`config.mk`:
```
export PLATFORM = sky130hd
export DESIGN_NAME = zombie_lane_queue_flat
export DESIGN_NICKNAME = d
export VERILOG_FILES = /design/src/rtl/zombie_pkg.sv /design/src/rtl/zombie_lane_queue_if.sv /design/src/rtl/zombie_shift_queue.sv /design/src/rtl/zombie_lane_queue.sv /design/src/flat_wrapper.sv
export SDC_FILE = /design/constraint.sdc
export NUM_CORES = 1
export LEC_CHECK = 0
export ABC_CLOCK_PERIOD_IN_PS = 8000
export BUFFER_PORTS_ARGS = -buffer_cell sky130_fd_sc_hd__buf_4
export CAP_MARGIN = 0
export CORE_MARGIN = 8
export CORE_UTILIZATION = 55
export CTS_BUF_LIST = sky130_fd_sc_hd__clkbuf_8
export CTS_CLUSTER_DIAMETER = 50
export DETAILED_ROUTE_END_ITERATION = 8
export HOLD_SLACK_MARGIN = 0.08
export MAX_ROUTING_LAYER = met4
export PLACE_DENSITY = 0.72
export SYNTH_ARGS = -nofsm -noshare
export SYNTH_HDL_FRONTEND = slang
export SYNTH_SLANG_ARGS = --single-unit
```
`constraint.sdc`:
```
create_clock -name clk -period 8 [get_ports clk]
set_input_delay 0 -clock clk [delete_from_list [all_inputs] [get_ports clk]]
set_output_delay 0 -clock clk [all_outputs]
set_load 0.005 [all_outputs]
```
`src/rtl/zombie_pkg.sv`:
```
// Shared types, defaults and helpers for the PunchZombi lane queue core.
package zombie_pkg;

    localparam int unsigned DEF_N_LANES  = 32'd3;
    localparam int unsigned DEF_DEPTH    = 32'd6;
    localparam int unsigned DEF_TIMEOUT  = 32'd50_000_000;
    localparam int unsigned DEF_MAX_MISS = 32'd3;
    localparam int unsigned DEF_SCORE_W  = 32'd10;

    typedef enum logic [1:0] {
        IDLE = 2'd0,
        FILL = 2'd1,
        PLAY = 2'd2,
        OVER = 2'd3
    } state_t;

    // Random values beyond the last lane wrap back onto the low lanes.
    function automatic int unsigned lane_fold(input int unsigned lane, input int unsigned n_lanes);
        if (lane >= n_lanes) begin
            lane_fold = lane - n_lanes;
        end else begin
            lane_fold = lane;
        end
    endfunction

endpackage

```
`src/rtl/zombie_lane_queue_if.sv`:
```
// Request/valid handshake between the game core and the Random module.
interface zombie_lane_queue_if #(
    parameter int unsigned LW = 32'd2
) ();
    logic          rnd_req;
    logic          rnd_valid;
    logic [LW-1:0] rnd_lane;

    modport master (output rnd_req, input rnd_valid, input rnd_lane);
    modport slave  (input rnd_req, output rnd_valid, output rnd_lane);
endinterface

```
`src/rtl/zombie_shift_queue.sv`:
```
// Front-aligned zombie queue: slot 0 is the hit position, pops shift toward it.
module zombie_shift_queue
    import zombie_pkg::*;
#(
    parameter int unsigned DEPTH = DEF_DEPTH,
    parameter int unsigned LW    = 32'd2,
    parameter int unsigned SW    = $clog2(DEPTH),
    parameter int unsigned CW    = $clog2(DEPTH + 1)
) (
    input  logic          clk,
    input  logic          rst,
    input  logic          i_clr,
    input  logic          i_push,
    input  logic          i_pop,
    input  logic [LW-1:0] i_push_lane,
    input  logic [SW-1:0] i_rd_slot,
    output logic [CW-1:0] o_count,
    output logic [LW-1:0] o_front_lane,
    output logic          o_rd_valid,
    output logic [LW-1:0] o_rd_lane
);
    logic [LW-1:0]    r_lane [DEPTH];
    logic [DEPTH-1:0] r_valid;
    logic [CW-1:0]    r_count;
    logic             w_do_pop;
    logic             w_do_push;
    logic             w_in_range;
    logic [SW-1:0]    w_wr_idx;

    // A push that coincides with a pop lands one slot lower, keeping entries contiguous.
    assign w_do_pop  = i_pop && (r_count != '0);
    assign w_do_push = i_push && (w_do_pop || (r_count < CW'(DEPTH)));
    assign w_wr_idx  = w_do_pop ? SW'(r_count - CW'(1)) : SW'(r_count);

    // Storage, valid flags and occupancy count.
    always_ff @(posedge clk or negedge rst) begin
        if (!rst) begin
            for (int i = 0; i < int'(DEPTH); i++) r_lane[i] <= '0;
            r_valid <= '0;
            r_count <= '0;
        end else if (i_clr) begin
            for (int i = 0; i < int'(DEPTH); i++) r_lane[i] <= '0;
            r_valid <= '0;
            r_count <= '0;
        end else begin
            if (w_do_pop) begin
                for (int i = 0; i < int'(DEPTH) - 1; i++) begin
                    r_lane[i]  <= r_lane[i+1];
                    r_valid[i] <= r_valid[i+1];
                end
                r_lane[DEPTH-1]  <= '0;
                r_valid[DEPTH-1] <= 1'b0;
            end
            if (w_do_push) begin
                r_lane[w_wr_idx]  <= i_push_lane;
                r_valid[w_wr_idx] <= 1'b1;
            end
            r_count <= r_count + CW'(w_do_push) - CW'(w_do_pop);
        end
    end

    assign w_in_range   = (32'(i_rd_slot) < DEPTH);
    assign o_rd_valid   = w_in_range && r_valid[i_rd_slot];
    assign o_rd_lane    = o_rd_valid ? r_lane[i_rd_slot] : '0;
    assign o_front_lane = r_lane[0];
    assign o_count      = r_count;

endmodule

```
`src/rtl/zombie_lane_queue.sv`:
```
// PunchZombi game core: refills the zombie queue, judges hits/misses/timeouts,
// keeps score and misses, and signals game over.
module zombie_lane_queue
    import zombie_pkg::*;
#(
    parameter int unsigned N_LANES  = DEF_N_LANES,
    parameter int unsigned DEPTH    = DEF_DEPTH,
    parameter int unsigned TIMEOUT  = DEF_TIMEOUT,
    parameter int unsigned MAX_MISS = DEF_MAX_MISS,
    parameter int unsigned SCORE_W  = DEF_SCORE_W,
    parameter int unsigned LW       = $clog2(N_LANES),
    parameter int unsigned SW       = $clog2(DEPTH),
    parameter int unsigned MW       = $clog2(MAX_MISS + 1)
) (
    input  logic               clk,
    input  logic               rst,
    input  logic               start,
    input  logic [N_LANES-1:0] btn,
    zombie_lane_queue_if.master rnd,
    input  logic [SW-1:0]      rd_slot,
    output logic               rd_valid,
    output logic [LW-1:0]      rd_lane,
    output logic               shift,
    output logic [SCORE_W-1:0] score,
    output logic [MW-1:0]      misses,
    output logic [1:0]         state,
    output logic               gameover
);
    localparam int unsigned CW = $clog2(DEPTH + 1);
    localparam int unsigned TW = (TIMEOUT > 32'd1) ? $clog2(TIMEOUT) : 32'd1;

    state_t             r_state, w_state_nx;
    logic [TW-1:0]      r_timer, w_timer_nx, w_timer_inc;
    logic [SCORE_W-1:0] r_score, w_score_nx;
    logic [MW-1:0]      r_misses, w_miss_nx;
    logic               r_rnd_req, r_shift, r_gameover;
    logic               w_push, w_pop, w_clr, w_hit, w_timeout;
    logic [CW-1:0]      w_count, w_count_nx;
    logic [LW-1:0]      w_front_lane, w_push_lane;

    assign w_push      = r_rnd_req && rnd.rnd_valid;
    assign w_push_lane = LW'(lane_fold(32'(rnd.rnd_lane), N_LANES));
    // Exact one-hot match on the front lane; multi-hot never equals a single shifted bit.
    assign w_hit       = (btn == (N_LANES'(1'b1) << w_front_lane));
    assign w_timeout   = (r_timer == TW'(TIMEOUT - 32'd1));
    assign w_timer_inc = w_timeout ? '0 : r_timer + TW'(1'b1);
    assign w_count_nx  = w_clr ? '0 : (w_count + CW'(w_push) - CW'(w_pop));

    zombie_shift_queue #(
        .DEPTH (DEPTH),
        .LW    (LW),
        .SW    (SW),
        .CW    (CW)
    ) u_queue (
        .clk          (clk),
        .rst          (rst),
        .i_clr        (w_clr),
        .i_push       (w_push),
        .i_pop        (w_pop),
        .i_push_lane  (w_push_lane),
        .i_rd_slot    (rd_slot),
        .o_count      (w_count),
        .o_front_lane (w_front_lane),
        .o_rd_valid   (rd_valid),
        .o_rd_lane    (rd_lane)
    );

    // Next state, per-cycle judgement and counter updates.
    always_comb begin
        w_state_nx = r_state;
        w_timer_nx = r_timer;
        w_score_nx = r_score;
        w_miss_nx  = r_misses;
        w_pop      = 1'b0;
        w_clr      = 1'b0;
        case (r_state)
            IDLE, OVER: begin
                w_timer_nx = '0;
                if (start) begin
                    w_state_nx = FILL;
                    w_clr      = 1'b1;
                    w_score_nx = '0;
                    w_miss_nx  = '0;
                end else begin
                    w_state_nx = r_state;
                end
            end
            FILL: begin
                w_timer_nx = '0;
                if ((w_count + CW'(w_push)) == CW'(DEPTH)) begin
                    w_state_nx = PLAY;
                end else begin
                    w_state_nx = FILL;
                end
            end
            PLAY: begin
                if (w_count == '0) begin
                    w_timer_nx = '0;
                end else if ((btn == '0) && w_timeout) begin
                    w_pop      = 1'b1;
                    w_timer_nx = '0;
                    w_miss_nx  = r_misses + MW'(1'b1);
                end else if (w_hit) begin
                    w_pop      = 1'b1;
                    w_timer_nx = '0;
                    w_score_nx = (&r_score) ? r_score : r_score + SCORE_W'(1'b1);
                end else if (btn != '0) begin
                    w_miss_nx  = r_misses + MW'(1'b1);
                    w_timer_nx = w_timer_inc;
                end else begin
                    w_timer_nx = w_timer_inc;
                end
                if (w_miss_nx == MW'(MAX_MISS)) begin
                    w_state_nx = OVER;
                    w_clr      = 1'b1;
                end else begin
                    w_state_nx = PLAY;
                end
            end
            default: begin
                w_state_nx = IDLE;
                w_clr      = 1'b1;
            end
        endcase
    end

    // State and registered outputs; rnd_req looks at next occupancy so a full queue never over-requests.
    always_ff @(posedge clk or negedge rst) begin
        if (!rst) begin
            r_state    <= IDLE;
            r_timer    <= '0;
            r_score    <= '0;
            r_misses   <= '0;
            r_rnd_req  <= 1'b0;
            r_shift    <= 1'b0;
            r_gameover <= 1'b0;
        end else begin
            r_state    <= w_state_nx;
            r_timer    <= w_timer_nx;
            r_score    <= w_score_nx;
            r_misses   <= w_miss_nx;
            r_shift    <= w_pop;
            r_gameover <= (w_state_nx == OVER);
            r_rnd_req  <= ((w_state_nx == FILL) || (w_state_nx == PLAY)) && (w_count_nx < CW'(DEPTH));
        end
    end

    assign rnd.rnd_req = r_rnd_req;
    assign shift       = r_shift;
    assign score       = r_score;
    assign misses      = r_misses;
    assign state       = r_state;
    assign gameover    = r_gameover;

endmodule

```
`src/flat_wrapper.sv`:
```
// flat-port wrapper written by rule: the top's interface ports become plain ports
module zombie_lane_queue_flat import zombie_pkg::*;
#(
    parameter int unsigned N_LANES  = DEF_N_LANES,
    parameter int unsigned DEPTH    = DEF_DEPTH,
    parameter int unsigned TIMEOUT  = DEF_TIMEOUT,
    parameter int unsigned MAX_MISS = DEF_MAX_MISS,
    parameter int unsigned SCORE_W  = DEF_SCORE_W,
    parameter int unsigned LW       = $clog2(N_LANES),
    parameter int unsigned SW       = $clog2(DEPTH),
    parameter int unsigned MW       = $clog2(MAX_MISS + 1)
)
  (clk, rst, start, btn, rd_slot, rd_valid, rd_lane, shift, score, misses, state, gameover, rnd_rnd_req, rnd_rnd_valid, rnd_rnd_lane);
  zombie_lane_queue_if #(.LW(LW)) rnd_i ();
  input  logic clk;
  input  logic rst;
  input  logic start;
  input  logic [N_LANES-1:0] btn;
  input  logic [SW-1:0] rd_slot;
  output logic rd_valid;
  output logic [LW-1:0] rd_lane;
  output logic shift;
  output logic [SCORE_W-1:0] score;
  output logic [MW-1:0] misses;
  output logic [1:0] state;
  output logic gameover;
  output wire logic [$bits(rnd_i.rnd_req)-1:0] rnd_rnd_req;
  input wire logic [$bits(rnd_i.rnd_valid)-1:0] rnd_rnd_valid;
  input wire logic [$bits(rnd_i.rnd_lane)-1:0] rnd_rnd_lane;
  assign rnd_rnd_req = rnd_i.rnd_req;
  assign rnd_i.rnd_valid = rnd_rnd_valid;
  assign rnd_i.rnd_lane = rnd_rnd_lane;
  zombie_lane_queue #(.N_LANES(N_LANES), .DEPTH(DEPTH), .TIMEOUT(TIMEOUT), .MAX_MISS(MAX_MISS), .SCORE_W(SCORE_W), .LW(LW), .SW(SW), .MW(MW)) u_core (.clk(clk), .rst(rst), .start(start), .btn(btn), .rnd(rnd_i), .rd_slot(rd_slot), .rd_valid(rd_valid), .rd_lane(rd_lane), .shift(shift), .score(score), .misses(misses), .state(state), .gameover(gameover));
endmodule
```
==> results of run 1 <==
-- cell usage after synthesis (3+ instances only) --
cell and count:
a211oi_1 3, a21oi_1 12, a221oi_1 6, a41oi_1 3, and2_1 4, and3_1 8
and4_1 5, buf_2 4, clkbuf_1 9, dfrtp_1 64, ha_1 13, inv_1 19
mux2i_1 21, mux4_2 3, nand2_1 36, nand2b_1 12, nand3_1 15, nand4_1 4
nor2_1 52, nor2b_1 8, nor3_1 6, nor4_1 3, o2111ai_1 5, o211ai_1 6
o21ai_0 6, o21ai_1 8, o22ai_1 3, o31a_1 3, o31ai_1 4, or2_2 6
or3_1 11, or4_1 3, xnor2_1 18, xor2_1 12
-- through the flow --
step / power, mW / hold WS (ps) / setup slack [ps] / std cells
4_1_cts: 1.12 / 282 / 4520 / 562
2_1_floorplan: 0.738 / -296 / 4920 / 430
3_5_place_dp: 0.846 / 153 / 4520 / 543
6_report: 1.11 / 300 / 4520 / 562
5_1_grt: 1.19 / 314 / 4240 / 562
3_3_place_gp: 0.834 / 146 / 4680 / 543
-- flip-flops by register name (all words and copies together), names as in the netlist --
| register | count |
|---|---|
| u_core.r_timer | 26 |
| u_core.u_queue.r_lane | 10 |
| u_core.state | 2 |
| u_core.u_queue.r_valid | 6 |
| u_core.score | 10 |
| u_core.u_queue.o_count | 3 |
| u_core.gameover | 1 |
| u_core.shift | 1 |
| u_core.rnd.rnd_req | 1 |
| u_core.u_queue.o_front_lane | 2 |
| u_core.misses | 2 |
-- worst register-to-register path: stages, from the launching register on --
cell      delay [ps]
dfrtp_1          450
xor2_1           180
a32oi_1          160
o21ai_1          300
o21ai_4          770
clkinv_4         290
ha_1             360
inv_1             40
ha_1             200
fa_1             400
xor2_1           140
nor2_1            50
-- routing by layer --
metal	GRT usage (%)	vias to the layer above	wire [um]	share of wire, %
li1	-	1605	-	-
met3	5.18	10	418	4.5
met5	-	-	0	0
met1	24.3	1641	4210	45
met4	5.76	0	123	1.3
met2	31.3	74	4530	49
-- timing repair --
item	CTS	global route
endpoints found under the hold margin	74	0
setup buffers	0	0
hold buffers	4	0
-- final cells by class --
| cell class | instances | area share (%) |
|---|---|---|
| clock buffers | 10 | 3.03 |
| clock inverters | 5 | 1.10 |
| inverters | 20 | 1.76 |
| multi-input cells | 329 | 50.1 |
| flip-flops and latches | 64 | 35.3 |
| well taps | 99 | 2.73 |
| repair buffers | 35 | 6.01 |
-- report_power, final --
part	switching [mW]	internal [mW]
combinational	0.240	0.174
sequential	0.0543	0.374
clock	0.121	0.148
-- kinds of logic after synthesis --
group | after synthesis | synth area share [%]
and+or+nand+nor | 183 | 24.1
AOI/OAI and AO/OA | 77 | 13.9
DFF | 64 | 39.5
buffers and inverters | 37 | 4.44
xor gates and xnor gates | 30 | 6.48
muxes | 25 | 7.12
adders and majority gates | 14 | 4.50
-- worst paths after layout --
check                                                    startpoint                                  end  slack, ps
setup / recovery           u_core.u_queue.o_front_lane[1]$_DFF_PN0_  u_core.u_queue.o_count[2]$_DFF_PN0_       4520
hold / removal                                        rnd_rnd_valid  u_core.u_queue.r_valid[3]$_DFF_PN0_        300
setup reg to reg           u_core.u_queue.o_front_lane[1]$_DFF_PN0_  u_core.u_queue.o_count[2]$_DFF_PN0_       4520
hold reg to reg                         u_core.r_timer[0]$_DFF_PN0_          u_core.r_timer[0]$_DFF_PN0_        480
max in group asynchronous                                       rst            u_core.state[0]$_DFF_PN0_       7150
min in group asynchronous                                       rst          u_core.r_timer[8]$_DFF_PN0_        310
==> flow_summary.json, run 1 <==
{
  "gp_congestion": 0.940,
  "cts_tree": "built",
  "yosys.area.top_type": "dfrtp_1",
  "synth_top_area_share_pct": 39.5,
  "critPathTopFamily": "compound AO/OA/AOI/OAI gates",
  "syn_to_final_growth_pct": 11.9,
  "crit_chain": "xor2_1, a32oi_1, o21ai_1, o21ai_4, clkinv_4, ha_1, inv_1, ha_1, fa_1, xor2_1, nor2_1",
  "die_h_um": 102,
  "first_global_vias": 3271,
  "routed_wl_um": 9280,
  "hold_viol": 0,
  "reg2regPathDepth": 11,
  "postRouteAntennaNets": 0,
  "drcViolationCount": 0,
  "rsz0062_at_grt": "false",
  "yosys_warnings": 0,
  "end_kind": "flop",
  "cap_violations": 0,
  "layout_common_cells": "64 x dfrtp_1, 52 x nor2_1, 36 x nand2_1, 31 x buf_4",
  "grt_first_pass_wirelength_um": 15900,
  "io_buffers": 31,
  "clk_latency_ps": 340,
  "min_path_type": "in -> reg",
  "fin_skew_ps": 11.6,
  "final_area_sq_mm": 0.00454,
  "initial_core_util_pct": 56.2,
  "core_sq_mm": 0.00721,
  "cts_buffers": 9,
  "slew_headroom_pct": 30.7,
  "antenna_found_initial": 0,
  "diodes": 0,
  "seqCellArea_sq_mm": 0.00160,
  "grt_max_degree": 65,
  "fillers": 642,
  "place_hpwl_um": 6500,
  "ys_seq_area_share_pct": 39.5,
  "fin_crit_sh_pct": 43.5,
  "dieWidth_um": 102,
  "report.final.slew_viol_count": 0,
  "leakage_nw": 2.06,
  "cts.sinks": 64,
  "clk_pin_slew_ps": 70,
  "tightest_slew_ps": 1030,
  "critPathArrivalTime_ps": 3680,
  "final_common_cell": "dfrtp_1",
  "placed_cell_area_sq_mm": 0.00431,
  "synth_seq_cells": 64,
  "synth-main-ff-cell": "dfrtp_1",
  "drt_iter0_drc": 214,
  "drive_gt1_share_pct": 13.8,
  "clock-root-buffer": "clkbuf_8",
  "final_core_util_pct": 63.0,
  "period_needed_ps": 3480,
  "row_count": 31,
  "critical_path.max_fanout": 22,
  "cp-start-kind": "flop",
  "nets": 485,
  "ys_async_sr_fraction_pct": 100,
  "cp.depth": 11,
  "max_stage_delay_ps": 760,
  "crit_slowest_cell": "o21ai_4",
  "syn_avg_cell_area_sq_um": 9.44,
  "htreeDepth": 3,
  "critical_path_buf_inv_count": 2,
  "critPathKind": "reg -> reg",
  "synth_area_leaders": "dfrtp_1 39%, mux2i_1 5.2%, nor2_1 4.8%",
  "cts_buffer_depth": 2,
  "synth_cell_types": 61,
  "overflow": 0,
  "fmax_ghz": 0.287,
  "critPathRequiredTime_ps": 8200,
  "vias": 3330,
  "wl_per_cell_um": 16.5,
  "status": "finished, final reports clean",
  "synth_edf_count": 0,
  "synthCells": 430,
  "multiInputGateArea_sq_mm": 0.00228,
  "grtUsageTotal_pct": 19.8,
  "cts_resized": 0,
  "ir_drop_v": 0.000163,
  "syn_nets": 456,
  "hold_path_depth": 5,
  "synth_area_sq_mm": 0.00406,
  "finalSetupTns_ps": 0,
  "ioPinCount": 32,
  "die-area_sq_mm": 0.0104,
  "p_per_area_mw_per_mm2": 245,
  "drt-pass1-iter-count": 4,
  "finalSetupViolCount": 0,
  "drt-vias-per-instance": 5.93
}
Note: power is estimated with default switching activity, not from simulation.
==> run 2, diff against run 1 <==
--- a/config.mk
+++ b/config.mk
@@ -5,7 +5,7 @@
 export SDC_FILE = /design/constraint.sdc
 export NUM_CORES = 1
 export LEC_CHECK = 0
-export ABC_CLOCK_PERIOD_IN_PS = 8000
+export ABC_CLOCK_PERIOD_IN_PS = 3050
 export BUFFER_PORTS_ARGS = -buffer_cell sky130_fd_sc_hd__buf_4
 export CAP_MARGIN = 0
 export CORE_MARGIN = 8
@@ -15,7 +15,7 @@
 export DETAILED_ROUTE_END_ITERATION = 8
 export HOLD_SLACK_MARGIN = 0.08
 export MAX_ROUTING_LAYER = met4
-export PLACE_DENSITY = 0.72
+export PLACE_DENSITY = 0.75
 export SYNTH_ARGS = -nofsm -noshare
 export SYNTH_HDL_FRONTEND = slang
 export SYNTH_SLANG_ARGS = --single-unit
==> constraint.sdc (replaced) <==
create_clock -name clk -period 3.05 [get_ports clk]
set_input_delay 0 -clock clk [delete_from_list [all_inputs] [get_ports clk]]
set_output_delay 0 -clock clk [all_outputs]
set_load 0.005 [all_outputs]
==> run 2 against run 1 <==
  * Utilization grew 1.9 points
  * Non-clock buffer count grew 12
  * Combinational power grew to 2.8 times the previous value
  * Clock power grew to 3.2 times the previous value
  * Die area is the same
  * Global-route usage grew 0.17 points
  * Critical path type unchanged
  * Largest cell class unchanged
  * Largest power group is now combinational cells
==> flow_summary.json, run 2 (synthesis gave the netlist of run 1 again) <==
{
  "status": "finished, final reports clean",
  "cts_buffer_depth": 2,
  "critPathKind": "reg -> reg",
  "leakage_nw": 2.14,
  "drcViolationCount": 0,
  "vias": 3380,
  "layout_common_cells": "64 x dfrtp_1, 52 x nor2_1, 43 x buf_4, 36 x nand2_1",
  "fin_ws_ps": 148,
  "finalSetupTns_ps": 0,
  "die_h_um": 102,
  "detailedPlace.worstSlack_ps": 101,
  "finalSetupViolCount": 0,
  "report.final.slew_viol_count": 0,
  "critical_path.max_fanout": 6,
  "drt-vias-per-instance": 5.88,
  "grtUsageTotal_pct": 19.9,
  "cts_buffers": 9,
  "ioPinCount": 32,
  "p_per_area_mw_per_mm2": 669,
  "postRouteAntennaNets": 0,
  "clk_latency_ps": 340,
  "period_needed_ps": 2900,
  "wl_per_cell_um": 16.6,
  "cap_violations": 0,
  "use_met1_pct": 24.0,
  "io_buffers": 31,
  "dieWidth_um": 102,
  "final_common_cell": "dfrtp_1",
  "die-area_sq_mm": 0.0104,
  "initial_core_util_pct": 56.2,
  "cts_tree": "built",
  "final_core_util_pct": 64.8,
  "critPathArrivalTime_ps": 3100,
  "cp-start-kind": "flop",
  "end_kind": "flop",
  "clock-root-buffer": "clkbuf_8",
  "cts_resized": 0,
  "critPathRequiredTime_ps": 3240,
  "largest_register": "u_core.r_timer",
  "min_path_type": "in -> reg",
  "tightest_slew_ps": 855,
  "grt.busiest_layer": "met2",
  "row_count": 31,
  "overflow": 0,
  "fmax_ghz": 0.345,
  "diodes": 0,
  "fin_crit_sh_pct": 95.1,
  "antenna_found_initial": 0,
  "gp_congestion": 0.940,
  "syn_to_final_growth_pct": 15.3,
  "rsz0062_at_grt": "false",
  "grt_first_pass_wirelength_um": 15900,
  "drt-pass1-iter-count": 4,
  "largest_reg_flops": 26,
  "slew_headroom_pct": 43.0,
  "nets": 497,
  "cts.sinks": 64,
  "core_sq_mm": 0.00721,
  "ir_drop_v": 0.000549,
  "grt_max_degree": 65,
  "fin_skew_ps": 8.45,
  "clk_pin_slew_ps": 80,
  "place_hpwl_um": 6610,
  "drive_gt1_share_pct": 16.2,
  "routed_wl_um": 9550,
  "grtUsageMet2_pct": 33.0,
  "drt_iter0_drc": 223,
  "htreeDepth": 3,
  "hold_viol": 0,
  "first_global_vias": 3348,
  "grtUsageMet3_pct": 4.29
}
==> run 2: per-layer routing <==
metal	wire length, um	vias up
met2	4740	84
li1	-	1641
met1	4320	1648
met3	416	7
met5	0	-
met4	68	0
==> run 2: final timing paths <==
| check | start | to | slack, ps | cells after the start |
|---|---|---|---|---|
| setup / recovery | u_core.r_timer[16]$_DFF_PN0_ | u_core.u_queue.o_count[2]$_DFF_PN0_ | 150 | 12 |
| hold / removal | btn[0] | u_core.u_queue.r_lane[1]$_DFF_PN0_ | 290 | 6 |
| setup reg to reg | u_core.r_timer[16]$_DFF_PN0_ | u_core.u_queue.o_count[2]$_DFF_PN0_ | 150 | 12 |
| hold reg to reg | u_core.r_timer[0]$_DFF_PN0_ | u_core.r_timer[0]$_DFF_PN0_ | 490 | 1 |
| max in group asynchronous | rst | u_core.misses[0]$_DFFE_PN0P_ | 2220 | 2 |
| min in group asynchronous | rst | u_core.r_timer[5]$_DFF_PN0_ | 310 | 2 |
==> run 2: cell type report <==
| type | instances | area [sq um] |
|---|---|---|
| Clock buffer | 12 | 165 |
| Clock inverter | 4 | 67.6 |
| Fill cell | 619 | 2540 |
| Inverter | 20 | 80.1 |
| Multi-Input combinational cell | 329 | 2280 |
| Sequential cell | 64 | 1600 |
| Tap cell | 99 | 124 |
| Timing Repair Buffer | 47 | 363 |
==> run 2: critical path, cell delays in order, from the launching register on <==
cell and delay, ps:
dfrtp_1 410, or4b_4 560, nor4_4 250, and2_4 210
o21ai_4 90, nand2_1 80, nand2_1 50, ha_1 270
inv_1 40, ha_1 210, fa_1 400, xor2_1 130
nor2_1 50
==> run 2: metrics by stage <==
| stage | area (sq um) | hold WS (ps) | instances | total power, mW |
|---|---|---|---|---|
| 3_3_place_gp | 4400 | 151 | 554 | 2.22 |
| 5_1_grt | 4680 | 358 | 575 | 3.33 |
| 4_1_cts | 4670 | 286 | 574 | 3.13 |
| 2_1_floorplan | 4060 | -296 | 430 | 1.94 |
| 6_report | 4680 | 294 | 575 | 3.13 |
| 3_5_place_dp | 4400 | 151 | 554 | 2.26 |
==> run 2: power breakdown <==
part           total (mW)  switching [mW]  internal, mW
Sequential           1.11           0.130         0.979
Combinational        1.16           0.666         0.496
Clock               0.856           0.334         0.522
Total                3.13            1.13          2.00
==> run 2: repair_timing <==
item	CTS	global route
hold endpoints to repair	73	0
setup endpoints to repair	0	2
hold buffers	4	0
setup buffers	0	1
==> run 3, diff against run 2 <==
--- a/config.mk
+++ b/config.mk
@@ -8,14 +8,16 @@
 export ABC_CLOCK_PERIOD_IN_PS = 3050
 export BUFFER_PORTS_ARGS = -buffer_cell sky130_fd_sc_hd__buf_4
 export CAP_MARGIN = 0
+export CELL_PAD_IN_SITES_DETAIL_PLACEMENT = 0
+export CELL_PAD_IN_SITES_GLOBAL_PLACEMENT = 1
 export CORE_MARGIN = 8
-export CORE_UTILIZATION = 55
+export CORE_UTILIZATION = 44
 export CTS_BUF_LIST = sky130_fd_sc_hd__clkbuf_8
 export CTS_CLUSTER_DIAMETER = 50
 export DETAILED_ROUTE_END_ITERATION = 8
 export HOLD_SLACK_MARGIN = 0.08
 export MAX_ROUTING_LAYER = met4
-export PLACE_DENSITY = 0.75
+export PLACE_DENSITY = 0.77
 export SYNTH_ARGS = -nofsm -noshare
 export SYNTH_HDL_FRONTEND = slang
 export SYNTH_SLANG_ARGS = --single-unit
==> run 3 against run 2 <==
  * Register-to-register slack gained 30 ps
  * Critical endpoint unchanged
  * Wire length increased by 0.29%
  * Setup slack improved by 25 ps
  * Critical path type unchanged
  * Power fell by 2.1%
==> flow_summary.json, run 3 (synthesis gave the netlist of run 1 again) <==
{
  "status": "finished, final reports clean",
  "drt-vias-per-instance": 5.64,
  "critPathRequiredTime_ps": 3250,
  "clk_latency_ps": 350,
  "report.final.slew_viol_count": 0,
  "row_count": 35,
  "ioPinCount": 32,
  "placed_cell_area_sq_mm": 0.00442,
  "routed_wl_um": 9570,
  "end_kind": "flop",
  "fin_crit_sh_pct": 94.3,
  "grt_first_pass_wirelength_um": 16300,
  "drive_gt1_share_pct": 16.8,
  "tightest_slew_ps": 851,
  "initial_core_util_pct": 44.5,
  "drt_iter0_drc": 148,
  "rsz0062_at_grt": "false",
  "syn_to_final_growth_pct": 15.4,
  "postRouteAntennaNets": 0,
  "critPathKind": "reg -> reg",
  "clk_pin_slew_ps": 80,
  "wl_per_cell_um": 16.3,
  "die_h_um": 112,
  "fillers": 893,
  "cts.sinks": 64,
  "critical_path.max_fanout": 6,
  "die-area_sq_mm": 0.0126,
  "clock-root-buffer": "clkbuf_8",
  "finalSetupTns_ps": 0,
  "core_sq_mm": 0.00911,
  "diodes": 0,
  "cp-start-kind": "flop",
  "vias": 3314,
  "largest_register": "u_core.r_timer",
  "htreeDepth": 3,
  "grt_max_degree": 65,
  "grtUsageTotal_pct": 16.4,
  "nets": 498,
  "cap_violations": 0,
  "hold_viol": 0,
  "gp_congestion": 0.829,
  "slew_headroom_pct": 43.3,
  "min_path_type": "in -> reg",
  "final_common_cell": "dfrtp_1",
  "cts_buffer_depth": 2,
  "finalSetupViolCount": 0,
  "drcViolationCount": 0,
  "period_needed_ps": 2880,
  "fmax_ghz": 0.348,
  "cts_buffers": 9,
  "dieWidth_um": 112,
  "ir_drop_v": 0.000523,
  "critPathArrivalTime_ps": 3080,
  "cts_tree": "built",
  "io_buffers": 31,
  "fin_skew_ps": 14.9,
  "place_hpwl_um": 6780,
  "antenna_found_initial": 0,
  "largest_reg_flops": 26,
  "overflow": 0,
  "final_area_sq_mm": 0.00468,
  "drt-pass1-iter-count": 4,
  "p_per_area_mw_per_mm2": 654,
  "layout_common_cells": "64 x dfrtp_1, 52 x nor2_1, 44 x buf_4, 36 x nand2_1, 21 x mux2i_1",
  "leakage_nw": 2.13,
  "first_global_vias": 3258
}
## run 3: per-layer routing
layer	global-route usage, %	share of wire, %
met1	20.0	47
met2	26.7	49
met3	3.01	2.5
met4	6.29	1.5
met5	-	0
## run 3: final timing paths
kind                                         startpoint                                   to  slack, ps  depth (start not counted)
setup / recovery           u_core.r_timer[16]$_DFF_PN0_  u_core.u_queue.o_count[2]$_DFF_PN0_        170                         12
max in group asynchronous                           rst         u_core.r_timer[17]$_DFF_PN0_       2190                          2
hold / removal                            rnd_rnd_valid  u_core.u_queue.r_valid[3]$_DFF_PN0_        270                          5
min in group asynchronous                           rst          u_core.r_timer[5]$_DFF_PN0_        280                          2
setup reg to reg           u_core.r_timer[16]$_DFF_PN0_  u_core.u_queue.o_count[2]$_DFF_PN0_        170                         12
hold reg to reg             u_core.r_timer[0]$_DFF_PN0_          u_core.r_timer[0]$_DFF_PN0_        490                          1
## run 3: cell type report
cell class	instances	area, sq um	share of cell area, %
sequential	64	1600	34.2
clock buffer	9	124	2.64
timing repair buffer	48	370	7.91
tap	111	139	2.97
multi-input combinational	329	2280	48.7
clock inverter	7	87.6	1.87
inverter	20	80.1	1.71
## run 3: metrics by stage
| step | util, % | hold WS (ps) | std cells | worst slack [ps] | power, mW |
|---|---|---|---|---|---|
| global route | 51.4 | 328 | 588 | 11.9 | 3.28 |
| detailed placement | 48.5 | 162 | 567 | 96.2 | 2.26 |
| finish | 51.4 | 274 | 588 | 173 | 3.06 |
| floorplan | - | -296 | 430 | 1.52 | 1.94 |
| CTS | 51.3 | 262 | 587 | 88.2 | 3.08 |
| global placement | 48.5 | 166 | 567 | 145 | 2.24 |
## run 3: timing repair
| item | CTS | global route |
|---|---|---|
| hold endpoints to repair | 72 | 0 |
| buffers inserted | 0 | 1 |
| gates resized for setup | 0 | 1 |
| hold buffers | 4 | 0 |
| endpoints found under the setup margin | 0 | 2 |
## run 3: critical path, stage by stage (launching register included)
cell and delay, ps:
dfrtp_1 400, or4b_4 540, nor4_4 230, and2_4 200, o21ai_4 90, nand2_1 90, nand2_1 50, ha_1 270
inv_1 40, ha_1 200, fa_1 400, xor2_1 150, nor2_1 50
## run 3: power by group
group | leakage, nW | internal, mW | switching (mW)
Combinational | 1.14 | 0.496 | 0.650
Clock | 0.114 | 0.454 | 0.349
Sequential | 0.875 | 0.979 | 0.132
